**config.mk**
```make
export PLATFORM = sky130hd
export DESIGN_NAME = led_matrix_scan_multi_flat
export DESIGN_NICKNAME = d
export VERILOG_FILES = /design/src/rtl/led_matrix_scan_multi_if.sv /design/src/rtl/led_matrix_scan_multi.sv /design/src/flat_wrapper.sv
export SDC_FILE = /design/constraint.sdc
export NUM_CORES = 1
export LEC_CHECK = 0
export ABC_CLOCK_PERIOD_IN_PS = 26100
export CORE_UTILIZATION = 52
export CTS_CLUSTER_SIZE = 16
export DETAILED_ROUTE_END_ITERATION = 10
export GPL_TIMING_DRIVEN = 1
export PLACE_DENSITY = 0.69
export SYNTH_ARGS = -nofsm -noshare
export SYNTH_HDL_FRONTEND = slang
export SYNTH_SLANG_ARGS = --single-unit
```
**constraint.sdc**
```tcl
create_clock -name fs -period 26.1 [get_ports fs]
set_input_delay 5.22 -clock fs [delete_from_list [all_inputs] [get_ports fs]]
set_output_delay 5.22 -clock fs [all_outputs]
set_load 0.005 [all_outputs]
```
**src/rtl/led_matrix_scan_multi_if.sv**
```systemverilog
`default_nettype none
// ============================================================================
//  Module   : led_matrix_scan_multi_if
//  Brief    : Control, bitmap-write and matrix-pin bundle for
//             led_matrix_scan_multi. The display controller drives it through
//             the master modport, and the scan driver uses the slave modport.
//  Revision : 1.0  initial release
// ============================================================================
interface led_matrix_scan_multi_if #(
  parameter int ROWS   = 8,
  parameter int COLS   = 8,
  parameter int NGLYPH = 4
);
  // A single glyph still needs a one-bit select so that the port exists.
  localparam int c_glyph_w = (NGLYPH > 1) ? $clog2(NGLYPH) : 1;
  localparam int c_row_w   = $clog2(ROWS);

  logic                 en;
  logic [c_glyph_w-1:0] glyph_sel;
  logic                 wr_en;
  logic [c_glyph_w-1:0] wr_glyph;
  logic [c_row_w-1:0]   wr_row;
  logic [COLS-1:0]      wr_data;
  logic                 blink;
  logic [ROWS-1:0]      line;
  logic [COLS-1:0]      row;
  logic                 frame_done;

  modport master (
    output en, glyph_sel, wr_en, wr_glyph, wr_row, wr_data, blink,
    input  line, row, frame_done
  );

  modport slave (
    input  en, glyph_sel, wr_en, wr_glyph, wr_row, wr_data, blink,
    output line, row, frame_done
  );
endinterface
`default_nettype wire

```
**src/rtl/led_matrix_scan_multi.sv**
```systemverilog
`default_nettype none
// ============================================================================
//  Module   : led_matrix_scan_multi
//  Brief    : Row-scan driver for an LED dot matrix with NGLYPH writable
//             bitmaps. It drives one row at a time with a programmable dwell
//             and switches glyphs only at frame boundaries.
//             Optional feature macro: BLINK_EN. When BLINK_EN is defined, the
//             module blanks the column data on alternate groups of
//             BLINK_FRAMES frames while blink is high.
//  Revision : 1.0  initial release
// ============================================================================
module led_matrix_scan_multi #(
  parameter int ROWS         = 8,
  parameter int COLS         = 8,
  parameter int NGLYPH       = 4,
  parameter int DWELL        = 1,
  parameter int BLINK_FRAMES = 64
) (
  input  wire                      fs,
  input  wire                      rst,
  led_matrix_scan_multi_if.slave   bus
);

  localparam int c_glyph_w = (NGLYPH > 1) ? $clog2(NGLYPH) : 1;
  localparam int c_idx_w   = $clog2(ROWS);
  localparam int c_cnt_w   = (DWELL > 1) ? $clog2(DWELL) : 1;

  localparam logic [c_idx_w-1:0] c_idx_last = c_idx_w'(ROWS - 1);
  localparam logic [c_cnt_w-1:0] c_cnt_last = c_cnt_w'(DWELL - 1);

  // Scan state
  logic [c_idx_w-1:0]   idx_q,  idx_d;
  logic [c_cnt_w-1:0]   cnt_q,  cnt_d;
  logic [c_glyph_w-1:0] act_q,  act_d;
  logic [ROWS-1:0]      line_q, line_d;
  logic [COLS-1:0]      row_q,  row_d;
  logic                 fd_q,   fd_d;

  // Bitmap store
  logic [COLS-1:0] mem_q [NGLYPH][ROWS];
  logic [COLS-1:0] mem_d [NGLYPH][ROWS];

  logic w_sel_ok;
  logic w_wr_ok;
  logic w_dwell_end;
  logic w_last_row;
  logic w_wrap;
  logic w_blank;

  // An out-of-range select or write target is ignored instead of aliased.
  assign w_sel_ok    = (int'(bus.glyph_sel) < NGLYPH);
  assign w_wr_ok     = bus.wr_en && (int'(bus.wr_glyph) < NGLYPH)
                                 && (int'(bus.wr_row) < ROWS);
  assign w_dwell_end = (cnt_q == c_cnt_last);
  assign w_last_row  = (idx_q == c_idx_last);
  assign w_wrap      = bus.en && w_dwell_end && w_last_row;

`ifdef BLINK_EN
  localparam int c_bf_w = (BLINK_FRAMES > 1) ? $clog2(BLINK_FRAMES) : 1;
  localparam logic [c_bf_w-1:0] c_bf_last = c_bf_w'(BLINK_FRAMES - 1);

  logic [c_bf_w-1:0] bcnt_q,  bcnt_d;
  logic              phase_q, phase_d;

  // Frame counter and blink phase. Both are held at zero while blink is low.
  always_comb begin
    bcnt_d  = bcnt_q;
    phase_d = phase_q;
    if (!bus.blink) begin
      bcnt_d  = '0;
      phase_d = 1'b0;
    end else if (w_wrap) begin
      if (bcnt_q == c_bf_last) begin
        bcnt_d  = '0;
        phase_d = ~phase_q;
      end else begin
        bcnt_d = bcnt_q + 1'b1;
      end
    end
  end

  // Blink state register
  always_ff @(posedge fs or posedge rst) begin
    if (rst) begin
      bcnt_q  <= '0;
      phase_q <= 1'b0;
    end else begin
      bcnt_q  <= bcnt_d;
      phase_q <= phase_d;
    end
  end

  assign w_blank = bus.blink && phase_q;
`else
  // Blink has no effect in this build. The port and parameter stay in place so
  // that instantiations do not change.
  logic w_unused_blink;
  assign w_unused_blink = bus.blink & (BLINK_FRAMES > 0);
  assign w_blank        = 1'b0;
`endif

  // Next scan position and registered row and line outputs. These read the
  // bitmap before this cycle's write, so a same-cycle write shows up one cycle
  // later.
  always_comb begin
    idx_d  = idx_q;
    cnt_d  = cnt_q;
    act_d  = act_q;
    line_d = '0;
    row_d  = '0;
    fd_d   = 1'b0;
    if (!bus.en) begin
      idx_d = '0;
      cnt_d = '0;
      if (w_sel_ok) begin
        act_d = bus.glyph_sel;
      end
    end else begin
      line_d[idx_q] = 1'b1;
      row_d         = w_blank ? '0 : mem_q[act_q][idx_q];
      if (w_dwell_end) begin
        cnt_d = '0;
        if (w_last_row) begin
          idx_d = '0;
          fd_d  = 1'b1;
          if (w_sel_ok) begin
            act_d = bus.glyph_sel;
          end
        end else begin
          idx_d = idx_q + 1'b1;
        end
      end else begin
        cnt_d = cnt_q + 1'b1;
      end
    end
  end

  // Scan state and output register
  always_ff @(posedge fs or posedge rst) begin
    if (rst) begin
      idx_q  <= '0;
      cnt_q  <= '0;
      act_q  <= '0;
      line_q <= '0;
      row_q  <= '0;
      fd_q   <= 1'b0;
    end else begin
      idx_q  <= idx_d;
      cnt_q  <= cnt_d;
      act_q  <= act_d;
      line_q <= line_d;
      row_q  <= row_d;
      fd_q   <= fd_d;
    end
  end

  // Bitmap write port. Writes are accepted whether or not the scan is enabled.
  always_comb begin
    mem_d = mem_q;
    if (w_wr_ok) begin
      mem_d[bus.wr_glyph][bus.wr_row] = bus.wr_data;
    end
  end

  // Bitmap storage, cleared by reset
  always_ff @(posedge fs or posedge rst) begin
    if (rst) begin
      for (int g = 0; g < NGLYPH; g++) begin
        for (int r = 0; r < ROWS; r++) begin
          mem_q[g][r] <= '0;
        end
      end
    end else begin
      mem_q <= mem_d;
    end
  end

  assign bus.line       = line_q;
  assign bus.row        = row_q;
  assign bus.frame_done = fd_q;

endmodule
`default_nettype wire

```
**src/flat_wrapper.sv**
```systemverilog
// flat-port wrapper written by rule: the top's interface ports become plain ports
module led_matrix_scan_multi_flat 
#(
  parameter int ROWS         = 8,
  parameter int COLS         = 8,
  parameter int NGLYPH       = 4,
  parameter int DWELL        = 1,
  parameter int BLINK_FRAMES = 64
)
  (fs, rst, bus_en, bus_glyph_sel, bus_wr_en, bus_wr_glyph, bus_wr_row, bus_wr_data, bus_blink, bus_line, bus_row, bus_frame_done);
  led_matrix_scan_multi_if #(.ROWS(ROWS), .COLS(COLS), .NGLYPH(NGLYPH)) bus_i ();
  input  wire fs;
  input  wire rst;
  input wire logic [$bits(bus_i.en)-1:0] bus_en;
  input wire logic [$bits(bus_i.glyph_sel)-1:0] bus_glyph_sel;
  input wire logic [$bits(bus_i.wr_en)-1:0] bus_wr_en;
  input wire logic [$bits(bus_i.wr_glyph)-1:0] bus_wr_glyph;
  input wire logic [$bits(bus_i.wr_row)-1:0] bus_wr_row;
  input wire logic [$bits(bus_i.wr_data)-1:0] bus_wr_data;
  input wire logic [$bits(bus_i.blink)-1:0] bus_blink;
  output wire logic [$bits(bus_i.line)-1:0] bus_line;
  output wire logic [$bits(bus_i.row)-1:0] bus_row;
  output wire logic [$bits(bus_i.frame_done)-1:0] bus_frame_done;
  assign bus_i.en = bus_en;
  assign bus_i.glyph_sel = bus_glyph_sel;
  assign bus_i.wr_en = bus_wr_en;
  assign bus_i.wr_glyph = bus_wr_glyph;
  assign bus_i.wr_row = bus_wr_row;
  assign bus_i.wr_data = bus_wr_data;
  assign bus_i.blink = bus_blink;
  assign bus_line = bus_i.line;
  assign bus_row = bus_i.row;
  assign bus_frame_done = bus_i.frame_done;
  led_matrix_scan_multi #(.ROWS(ROWS), .COLS(COLS), .NGLYPH(NGLYPH), .DWELL(DWELL), .BLINK_FRAMES(BLINK_FRAMES)) u_core (.fs(fs), .rst(rst), .bus(bus_i));
endmodule
```
==> results.md, run 1 <==
- FILL cells: 1,970
- IO Pins: 37
- Share of cells above drive strength 1: 33.2%
- Run status: completed
- Most common cell in the netlist: dfrtp_1
- Setup slack after layout: 19,040 ps
- TNS Setup: 0 ps
- Grt total ovfl: 0
- Async SR Flop Fraction: 100%
- Clk root buf: clkbuf_16
- Critical path launch point type: input port
- Cell taking the most area after synthesis: dfrtp_1
- Yosys warning count: 0
- Setup Skew: 16.3 ps
- Yosys reg bits: 278
- Crit path max-delay family: buffers and inverters
- Worst R2R Path Depth: 6
- Clock Latency Late Sink: 540 ps
- Area of the multi-input gates: 0.00553 mm2
- Hold Path Class: reg -> reg
- Tightest Pin Transition: 1110 ps
- P&R area growth vs syn: 11.7%
- Die Y: 159 um
- Post-CTS setup buffer count: 0
- Crit path depth: 4
- Post-synth EDFFs: 0
- Leak Pwr: 6.75 nW
- Vias per cell: 5.79
- Pwr/cell area: 79.5 mW/mm2
- Ys flop type: dfrtp_1
- Final period utilization: 27.0%
- Rel. slew slack: 25.5%
- Final setup vio count: 0
- RR Startpoint: u_core.act_q[1]$_DFFE_PP0P_
- DP Worst Slack: 18,380 ps
- Clock Pin Slew Worst Setup and Hold Paths: 60 ps
- Via count: 7,515
- Die W: 159 um
- GPL Wtd Cong: 0.764
- Clock period minus worst slack: 7060 ps
- Worst path slowest cell: buf_4
- Critical Path AT: 7670 ps
- Critical path peak fanout: 90
- Initial core utilization: 52.8%
- TritonCTS clock tree: done
- Yosys cell types: 30
- Core area: 0.0242 mm2
- Final-stage net count: 980
- N_diodes: 0
- GRT Util Overall: 22.9%
- Initial antenna violation count: 0
- Top post-synthesis cells by count: dfrtp_1, mux2_2, mux2i_1
- Final Core Density: 59.0%
- FF+latch area: 0.00696 mm2
- Crit-path cells: clkdlybuf4s50_1, inv_8, buf_4, buf_4
- Slew Limit Fails: 0
- Post-synth top area share: 54.3%
- Critical path class: in -> async
- DR iter-0 viols: 394
- Worst r2r dst: u_core.bus.row[0]$_DFF_PP0_
- # port buffers: 35
- First-pass GRT wire length: 45,000 um
- TritonCTS Buffers: 29
- Largest net degree at the start of global routing: 91
- Syn_nets: 963
- CTS Buffer Depth: 3
- Synth Instances: 941
- Unrepaired setup endpoints after global routing: false
- # hold bufs at CTS: 0
- Max IR drop VDD: 0.0465 mV
- Row count: 57
- Critical Path Source: rst
- Post-CTS resize count: 0
- CTS H-tree depth: 1
- Top cells by area, synth: dfrtp_1, mux2_2, mux2i_1, a22oi_1, mux2_1
- Crit. End Element: asynchronous set/reset pin
- Worst R2R Setup Slack: 22,400 ps
- CP Data Required Time: 26,720 ps
- Number of global-route vias before repair: 7,765
- Final Hold Fails: 0
- WL/cell: 21.4 um
- Sink Count: 278
- Antenna violation net count after detailed routing: 0
- Critical path buffers and inverters: 4
- Critical Path End: u_core.mem_q[75]$_DFFE_PP0P_
- Mapped cell area: 0.0128 mm2
- Power Total: 1.14 mW
- Mean post-synth cell area: 13.6 um2
- WL final: 27,800 um
- Initial DRT Pass Iterations: 4
- Final HPWL DP: 17,200 um
- DRC viols: 0
- Crit-path max cell delay: 770 ps
- Most Frequent Cell on Critical Path: buf_4
- Die Area: 0.0253 mm2
- Max-cap violation count: 0
- Max Clk Rate: 142 MHz
- Sequential-to-total area share from yosys stat: 54.3%
-- layout by cell type, fill, tap and decap left out --
master	instances
a21oi_1	32
a22oi_1	32
a41oi_1	8
and2_1	4
and3_1	1
and3b_1	1
buf_4	16
bufinv_16	2
clkbuf_1	9
clkbuf_16	29
clkbuf_8	7
clkdlybuf4s50_1	35
clkinv_2	1
dfrtp_1	277
dfrtp_4	1
ha_1	2
inv_1	2
inv_8	1
mux2_1	20
mux2_2	238
mux2i_1	128
nand2_1	51
nand2b_1	4
nand3_1	33
nand3_4	1
nand3b_1	1
nand3b_4	3
nor2_1	9
nor2_2	9
nor2_8	8
nor2b_2	2
nor3_2	1
nor3b_1	1
nor3b_2	3
or2_2	2
or3b_1	1
-- cells by family (layout without fill, tap and decap cells) --
logic type               Yosys count  in the layout  share of synthesized area (%)
AO/OA/AOI/OAI                     72             72                           3.67
adder cells (fa/ha/maj)            2              2                          0.195
buffers and inverters             68            102                           2.52
flip-flops                       278            278                           54.3
multiplexers                     386            386                           32.7
AND/OR/NAND/NOR                  135            135                           6.59
-- worst min-delay path by stage --
stage	cells after the start	endpoint	slack (ps)	start
global placement	1	u_core.mem_q[131]$_DFFE_PP0P_	470	u_core.mem_q[131]$_DFFE_PP0P_
CTS	1	u_core.mem_q[203]$_DFFE_PP0P_	490	u_core.mem_q[203]$_DFFE_PP0P_
floorplan	1	u_core.mem_q[131]$_DFFE_PP0P_	460	u_core.mem_q[131]$_DFFE_PP0P_
detailed placement	1	u_core.mem_q[204]$_DFFE_PP0P_	470	u_core.mem_q[204]$_DFFE_PP0P_
global route	1	u_core.mem_q[207]$_DFFE_PP0P_	510	u_core.mem_q[207]$_DFFE_PP0P_
finish	1	u_core.mem_q[207]$_DFFE_PP0P_	480	u_core.mem_q[207]$_DFFE_PP0P_
-- final cells by class --
| cell class | instances | share of cell area, % |
|---|---|---|
| Clock buffer | 45 | 5.98 |
| Multi-Input combinational cell | 595 | 38.7 |
| Clock inverter | 3 | 0.455 |
| Inverter | 3 | 0.131 |
| Tap cell | 324 | 2.83 |
| Sequential cell | 278 | 48.6 |
| Timing Repair Buffer | 51 | 3.29 |
-- worst reg2reg max path, stage by stage, from the launching register on --
cell,delay [ps]
dfrtp_4,840
buf_4,770
buf_4,890
mux2i_1,230
a22oi_1,240
nand3_1,260
a41oi_1,360
-- routing by layer --
| metal | wire, um | part of all wire [%] | vias up | global-route usage [%] |
|---|---|---|---|---|
| met5 | 0 | 0 | - | 0 |
| met4 | 461 | 1.7 | 0 | 4.59 |
| met3 | 1000 | 3.6 | 32 | 3.19 |
| met2 | 13600 | 49 | 109 | 38.0 |
| met1 | 12700 | 46 | 3954 | 32.3 |
| li1 | - | - | 3420 | - |
-- registers in the layout, summed over array words and instances, names as in the netlist --
register and cells:
u_core.mem_q 256, u_core.idx_q 3, u_core.act_q 2, u_core.bus.frame_done 1, u_core.bus.row 8, u_core.bus.line 8
-- per-stage QoR --
| stage | cells | area, um2 | hold slack (ps) |
|---|---|---|---|
| final | 1299 | 14300 | 482 |
| after global routing | 1299 | 14300 | 509 |
| after CTS | 1299 | 14300 | 487 |
| after detailed placement | 1251 | 13400 | 474 |
| after global placement | 1251 | 13400 | 467 |
| after floorplan | 941 | 12800 | 457 |
-- report_power, final --
part	leakage, nW	internal (mW)	switching (mW)	total, mW
clock	0.451	0.242	0.161	0.403
sequential	3.56	0.511	0.0414	0.553
combinational	2.74	0.0987	0.0833	0.182
Power figures use the tool's default switching activity.
==> inputs of run 2 (changes only) <==
- ABC_CLOCK_PERIOD_IN_PS: 26100 -> 6600
- clock period: 26.1 -> 6.6 ns (I/O delays scaled with it)
==> results.md, run 2 (synthesis gave the netlist of run 1 again) <==
- Run status: completed
- Final HPWL DP: 16,600 um (-3.1%)
- Final period utilization: 44.9%
- Critical path class: in -> reg
- Setup Skew: 17.3 ps (+1.01 ps)
- Hold Slack: 483 ps (+0.946 ps)
- TNS Setup: 0 ps (unchanged)
- Final setup vio count: 0 (unchanged)
- Commonest non-fill, non-tap cells in the layout: dfrtp_1, mux2_2, mux2i_1, nand2_1, clkdlybuf4s50_1
- # hold bufs at CTS: 0 (unchanged)
- GRT Util Overall: 22.5% (-0.39 points)
- Number of global-route vias before repair: 7,814 (+0.63%)
- Post-CTS resize count: 0 (unchanged)
- Pwr/cell area: 321 mW/mm2 (+300%)
- Clock period minus worst slack: 2960 ps
- Hold path depth: 1 (unchanged)
- P&R area growth vs syn: 12.8%
- Worst path slowest cell: clkdlybuf4s50_1
- GR peak layer: met2
- Max Clk Rate: 338 MHz
- Crit-path max cell delay: 610 ps (-160 ps)
- Final Hold Fails: 0 (unchanged)
- Clock Pin Slew Worst Setup and Hold Paths: 60 ps (about the same)
- Slew Limit Fails: 0 (unchanged)
- Initial DRT Pass Iterations: 4 (unchanged)
- Crit-path cells: clkdlybuf4s50_1, nor3b_1, nand2_1, mux2_2
- Clock Latency Late Sink: 550 ps (about the same)
- M1 GR Usage: 30.6% (-1.8 points)
- Initial antenna violation count: 2 (+2)
- Die Area: 0.0253 mm2 (unchanged)
- TritonCTS Buffers: 30 (+3.4%)
- Sink Count: 278 (unchanged)
- Power Total: 4.64 mW (+310%)
- Critical Path AT: 3380 ps (-4290 ps)
- Row count: 57 (unchanged)
- Critical path launch point type: input port
- CP Data Required Time: 7010 ps (-19,710 ps)
- Largest net degree at the start of global routing: 166 (+82%)
- Worst R2R Path Depth: 5 (-1)
- GPL Wtd Cong: 0.770 (+0.72%)
- Crit. End Element: flip-flop
- GR Util met2: 37.6% (-0.38 points)
- Max IR drop VDD: 0.248 mV (+430%)
- # port buffers: 35 (unchanged)
- Clk root buf: clkbuf_16
- Die Y: 159 um (unchanged)
- Tightest Pin Transition: 1250 ps (+139 ps)
- Most common cell after layout, fill and taps aside: dfrtp_1
- Via count: 7,465 (-0.67%)
- Antenna violation net count after detailed routing: 0 (unchanged)
- Final-stage net count: 979 (-0.10%)
- CTS Buffer Depth: 3 (unchanged)
- CTS H-tree depth: 1 (unchanged)
- Final Core Density: 59.6% (+0.57 points)
- Rel. slew slack: 16.1% (-9.3 points)
- DR iter-0 viols: 332 (-16%)
- Max-cap violation count: 0 (unchanged)
- WL/cell: 20.9 um (-2.1%)
- N_diodes: 0 (unchanged)
- Unrepaired setup endpoints after global routing: false
- Most flop-heavy register: u_core.mem_q
- IO Pins: 37 (unchanged)
- WL final: 27,300 um (-1.6%)
- Grt total ovfl: 0 (unchanged)
- Initial core utilization: 52.8% (unchanged)
- Largest register FFs: 256 (unchanged)
- TritonCTS clock tree: done
- Met3 Resource Use GR: 4.10% (+0.91 points)
- Post-CTS setup buffer count: 0 (unchanged)
- DRC viols: 0 (unchanged)
- Vias per cell: 5.72 (-1.1%)
- Critical path peak fanout: 8 (-91%)
- Share of cells above drive strength 1: 34.4% (+1.1 points)
- Core area: 0.0242 mm2 (unchanged)
- Die W: 159 um (unchanged)
- First-pass GRT wire length: 44,700 um (-0.86%)
- Hold Path Class: reg -> reg
- Leak Pwr: 6.83 nW (+1.1%)
run 2: changes by cell type in the layout (fill, tap and decap cells not counted), sizes merged:
| cell | before | now |
|---|---|---|
| clkinv | 1 | 8 |
| buf | 16 | 14 |
| clkbuf | 45 | 46 |
| clkinvlp | 0 | 1 |
| inv | 3 | 2 |
run 2: path summary, 6_finish.rpt:
kind                                               startpoint                       endpoint  slack (ps)
worst min register to register  u_core.mem_q[204]$_DFFE_PP0P_  u_core.mem_q[204]$_DFFE_PP0P_         480
worst max register to register    u_core.act_q[1]$_DFFE_PP0P_    u_core.bus.row[1]$_DFF_PP0_        4230
max in group asynchronous                                 rst    u_core.act_q[1]$_DFFE_PP0P_        4120
worst min-delay path            u_core.mem_q[204]$_DFFE_PP0P_  u_core.mem_q[204]$_DFFE_PP0P_         480
worst max-delay path                                bus_wr_en  u_core.mem_q[219]$_DFFE_PP0P_        3640
min in group asynchronous                                 rst   u_core.mem_q[55]$_DFFE_PP0P_        1200
run 2: cell type report:
class / count / area (um2)
clock inverters: 10 / 100
clock buffers: 46 / 952
well taps: 324 / 405
inverters: 3 / 15.0
fillers: 1986 / 9800
multi-input cells: 595 / 5530
flip-flops and latches: 278 / 6960
repair buffers: 49 / 480
run 2: routing by layer:
layer	share of wire (%)	vias to the layer above
li1	-	3415
met1	43	3883
met2	50	128
met3	5.0	37
met4	1.6	2
met5	0.048	-
run 2: critical path, delay by kind of cell:
kind | cells | cell delay [ps]
and+or+nand+nor | 2 | 1030
buffers and inverters | 1 | 610
muxes | 1 | 410
run 2: through the flow:
stage,std cells,instance area (um2),worst slack [ps]
floorplan,941,12800,1600
global placement,1249,13400,3060
detailed placement,1249,13400,3060
CTS,1305,14400,3610
global route,1305,14400,3570
finish,1305,14400,3640
run 2: report_power, final:
group | internal [mW] | total (mW) | switching (mW)
sequential | 2.02 | 2.17 | 0.152
combinational | 0.393 | 0.730 | 0.337
clock | 1.06 | 1.73 | 0.668
total | 3.48 | 4.64 | 1.16
==> inputs of run 3 (changes only) <==
- ABC_CLOCK_PERIOD_IN_PS: 6600 -> 3000
- clock period: 6.6 -> 3 ns (I/O delays scaled with it)
==> results.md, run 3 (synthesis gave the netlist of run 1 again) <==
- Run status: completed
- Largest register FFs: 256 (unchanged)
- Initial DRT Pass Iterations: 4 (unchanged)
- Grt total ovfl: 0 (unchanged)
- Max IR drop VDD: 0.369 mV (+49%)
- Max Clk Rate: 469 MHz
- Unrepaired setup endpoints after global routing: false
- N_diodes: 0 (unchanged)
- Final period utilization: 71.0%
- Clock period minus worst slack: 2130 ps
- First-pass GRT wire length: 45,600 um (+2.2%)
- Share of cells above drive strength 1: 36.1% (+1.8 points)
- Crit. End Element: flip-flop
- Initial core utilization: 52.8% (unchanged)
- Pwr/cell area: 696 mW/mm2 (+120%)
- Final HPWL DP: 18,100 um (+8.6%)
- Setup Skew: 9.18 ps (-8.09 ps)
- Post-CTS resize count: 0 (unchanged)
- Critical Path AT: 2560 ps (-820 ps)
- WL/cell: 21.1 um (+0.58%)
- Slew Limit Fails: 0 (unchanged)
- # hold bufs at CTS: 0 (unchanged)
- Hold Path Class: reg -> reg
- Antenna violation net count after detailed routing: 0 (unchanged)
- DR iter-0 viols: 500 (+51%)
- Rel. slew slack: 37.6% (+21 points)
- Final Hold Fails: 0 (unchanged)
- Power Total: 10.2 mW (+120%)
- WL final: 28,100 um (+2.8%)
- CP Data Required Time: 3430 ps (-3580 ps)
- P&R area growth vs syn: 14.9%
- Vias per cell: 5.73 (+0.16%)
- CTS Buffer Depth: 3 (unchanged)
- Die W: 159 um (unchanged)
- Clock Pin Slew Worst Setup and Hold Paths: 60 ps (about the same)
- TritonCTS clock tree: done
- Leak Pwr: 6.98 nW (+2.3%)
- Core area: 0.0242 mm2 (unchanged)
- Final setup vio count: 0 (unchanged)
- Die Area: 0.0253 mm2 (unchanged)
- GRT Util Overall: 23.3% (+0.75 points)
- Max-cap violation count: 0 (unchanged)
- Most common cell after layout, fill and taps aside: dfrtp_1
- Setup slack after layout: 870 ps (-2770 ps)
- Critical path peak fanout: 8 (unchanged)
- DRC viols: 0 (unchanged)
- # port buffers: 35 (unchanged)
- Die Y: 159 um (unchanged)
- Commonest non-fill, non-tap cells in the layout: dfrtp_1, mux2_2, mux2i_1, nand2_1, buf_4
- Most flop-heavy register: u_core.mem_q
- GPL Wtd Cong: 0.787 (+2.2%)
- Critical path class: in -> reg
- Critical path launch point type: input port
- Final-stage net count: 1,010 (+3.2%)
- Row count: 57 (unchanged)
- Clock Latency Late Sink: 540 ps (about the same)
- TritonCTS Buffers: 29 (-3.3%)
- DP Worst Slack: 313 ps (-2750 ps)
- Sink Count: 278 (unchanged)
- Clk root buf: clkbuf_16
- Post-CTS setup buffer count: 0 (unchanged)
- Via count: 7,643 (+2.4%)
- Tightest Pin Transition: 933 ps (-321 ps)
- FILL cells: 1,916 (-3.5%)
- CTS H-tree depth: 1 (unchanged)
- Largest net degree at the start of global routing: 98 (-41%)
- Initial antenna violation count: 0 (-2)
- IO Pins: 37 (unchanged)
- Number of global-route vias before repair: 7,854 (+0.51%)
[run 3: cell types whose count changed in the layout (fill, tap and decap cells not counted), sizes merged]
cell and delta:
buf +32, clkbuf -4, bufinv +2, clkinv -1
[run 3: through the flow]
stage                     hold WS, ps  instance area [um2]  utilization, %  TNS, ps  std cells
after floorplan                   457                12800               -  -355660        941
after global placement            466                13700            56.4        0       1281
after detailed placement          476                13700            56.4        0       1281
after CTS                         490                14700            60.7        0       1334
after global routing              509                14700            60.7        0       1334
final                             486                14700            60.7        0       1334
[run 3: final timing paths]
kind | startpoint | cells past startpoint | endpoint | slack (ps)
worst max-delay path | bus_wr_row[0] | 4 | u_core.mem_q[55]$_DFFE_PP0P_ | 870
worst min-delay path | u_core.mem_q[202]$_DFFE_PP0P_ | 1 | u_core.mem_q[202]$_DFFE_PP0P_ | 490
worst max register to register | u_core.act_q[1]$_DFFE_PP0P_ | 6 | u_core.bus.row[6]$_DFF_PP0_ | 990
worst min register to register | u_core.mem_q[202]$_DFFE_PP0P_ | 1 | u_core.mem_q[202]$_DFFE_PP0P_ | 490
max in group asynchronous | rst | 3 | u_core.act_q[1]$_DFFE_PP0P_ | 1940
min in group asynchronous | rst | 3 | u_core.mem_q[186]$_DFFE_PP0P_ | 610
[run 3: critical path, stage by stage]
cell             delay (ps)
clkdlybuf4s50_1         810
nor3b_2                 400
nand2_1                 360
mux2_2                  370
[run 3: layout make-up]
class | instances | area [um2] | share of cell area [%]
clock inverters | 11 | 155 | 1.05
well taps | 324 | 405 | 2.76
clock buffers | 42 | 875 | 5.94
multi-input cells | 595 | 5530 | 37.6
repair buffers | 81 | 771 | 5.24
flip-flops and latches | 278 | 6960 | 47.3
inverters | 3 | 15.0 | 0.102
[run 3: layer usage]
layer | routed length, um | track usage, %
met2 | 13700 | 38.3
met3 | 931 | 3.53
met1 | 12800 | 32.7
met4 | 586 | 5.16
met5 | 0 | 0
[run 3: power by group]
group          internal, mW  switching, mW  leakage [nW]
combinational         0.893          0.755          2.90
sequential             4.45          0.344          3.56
clock                  2.35           1.45         0.517
total                  7.69           2.55          6.98
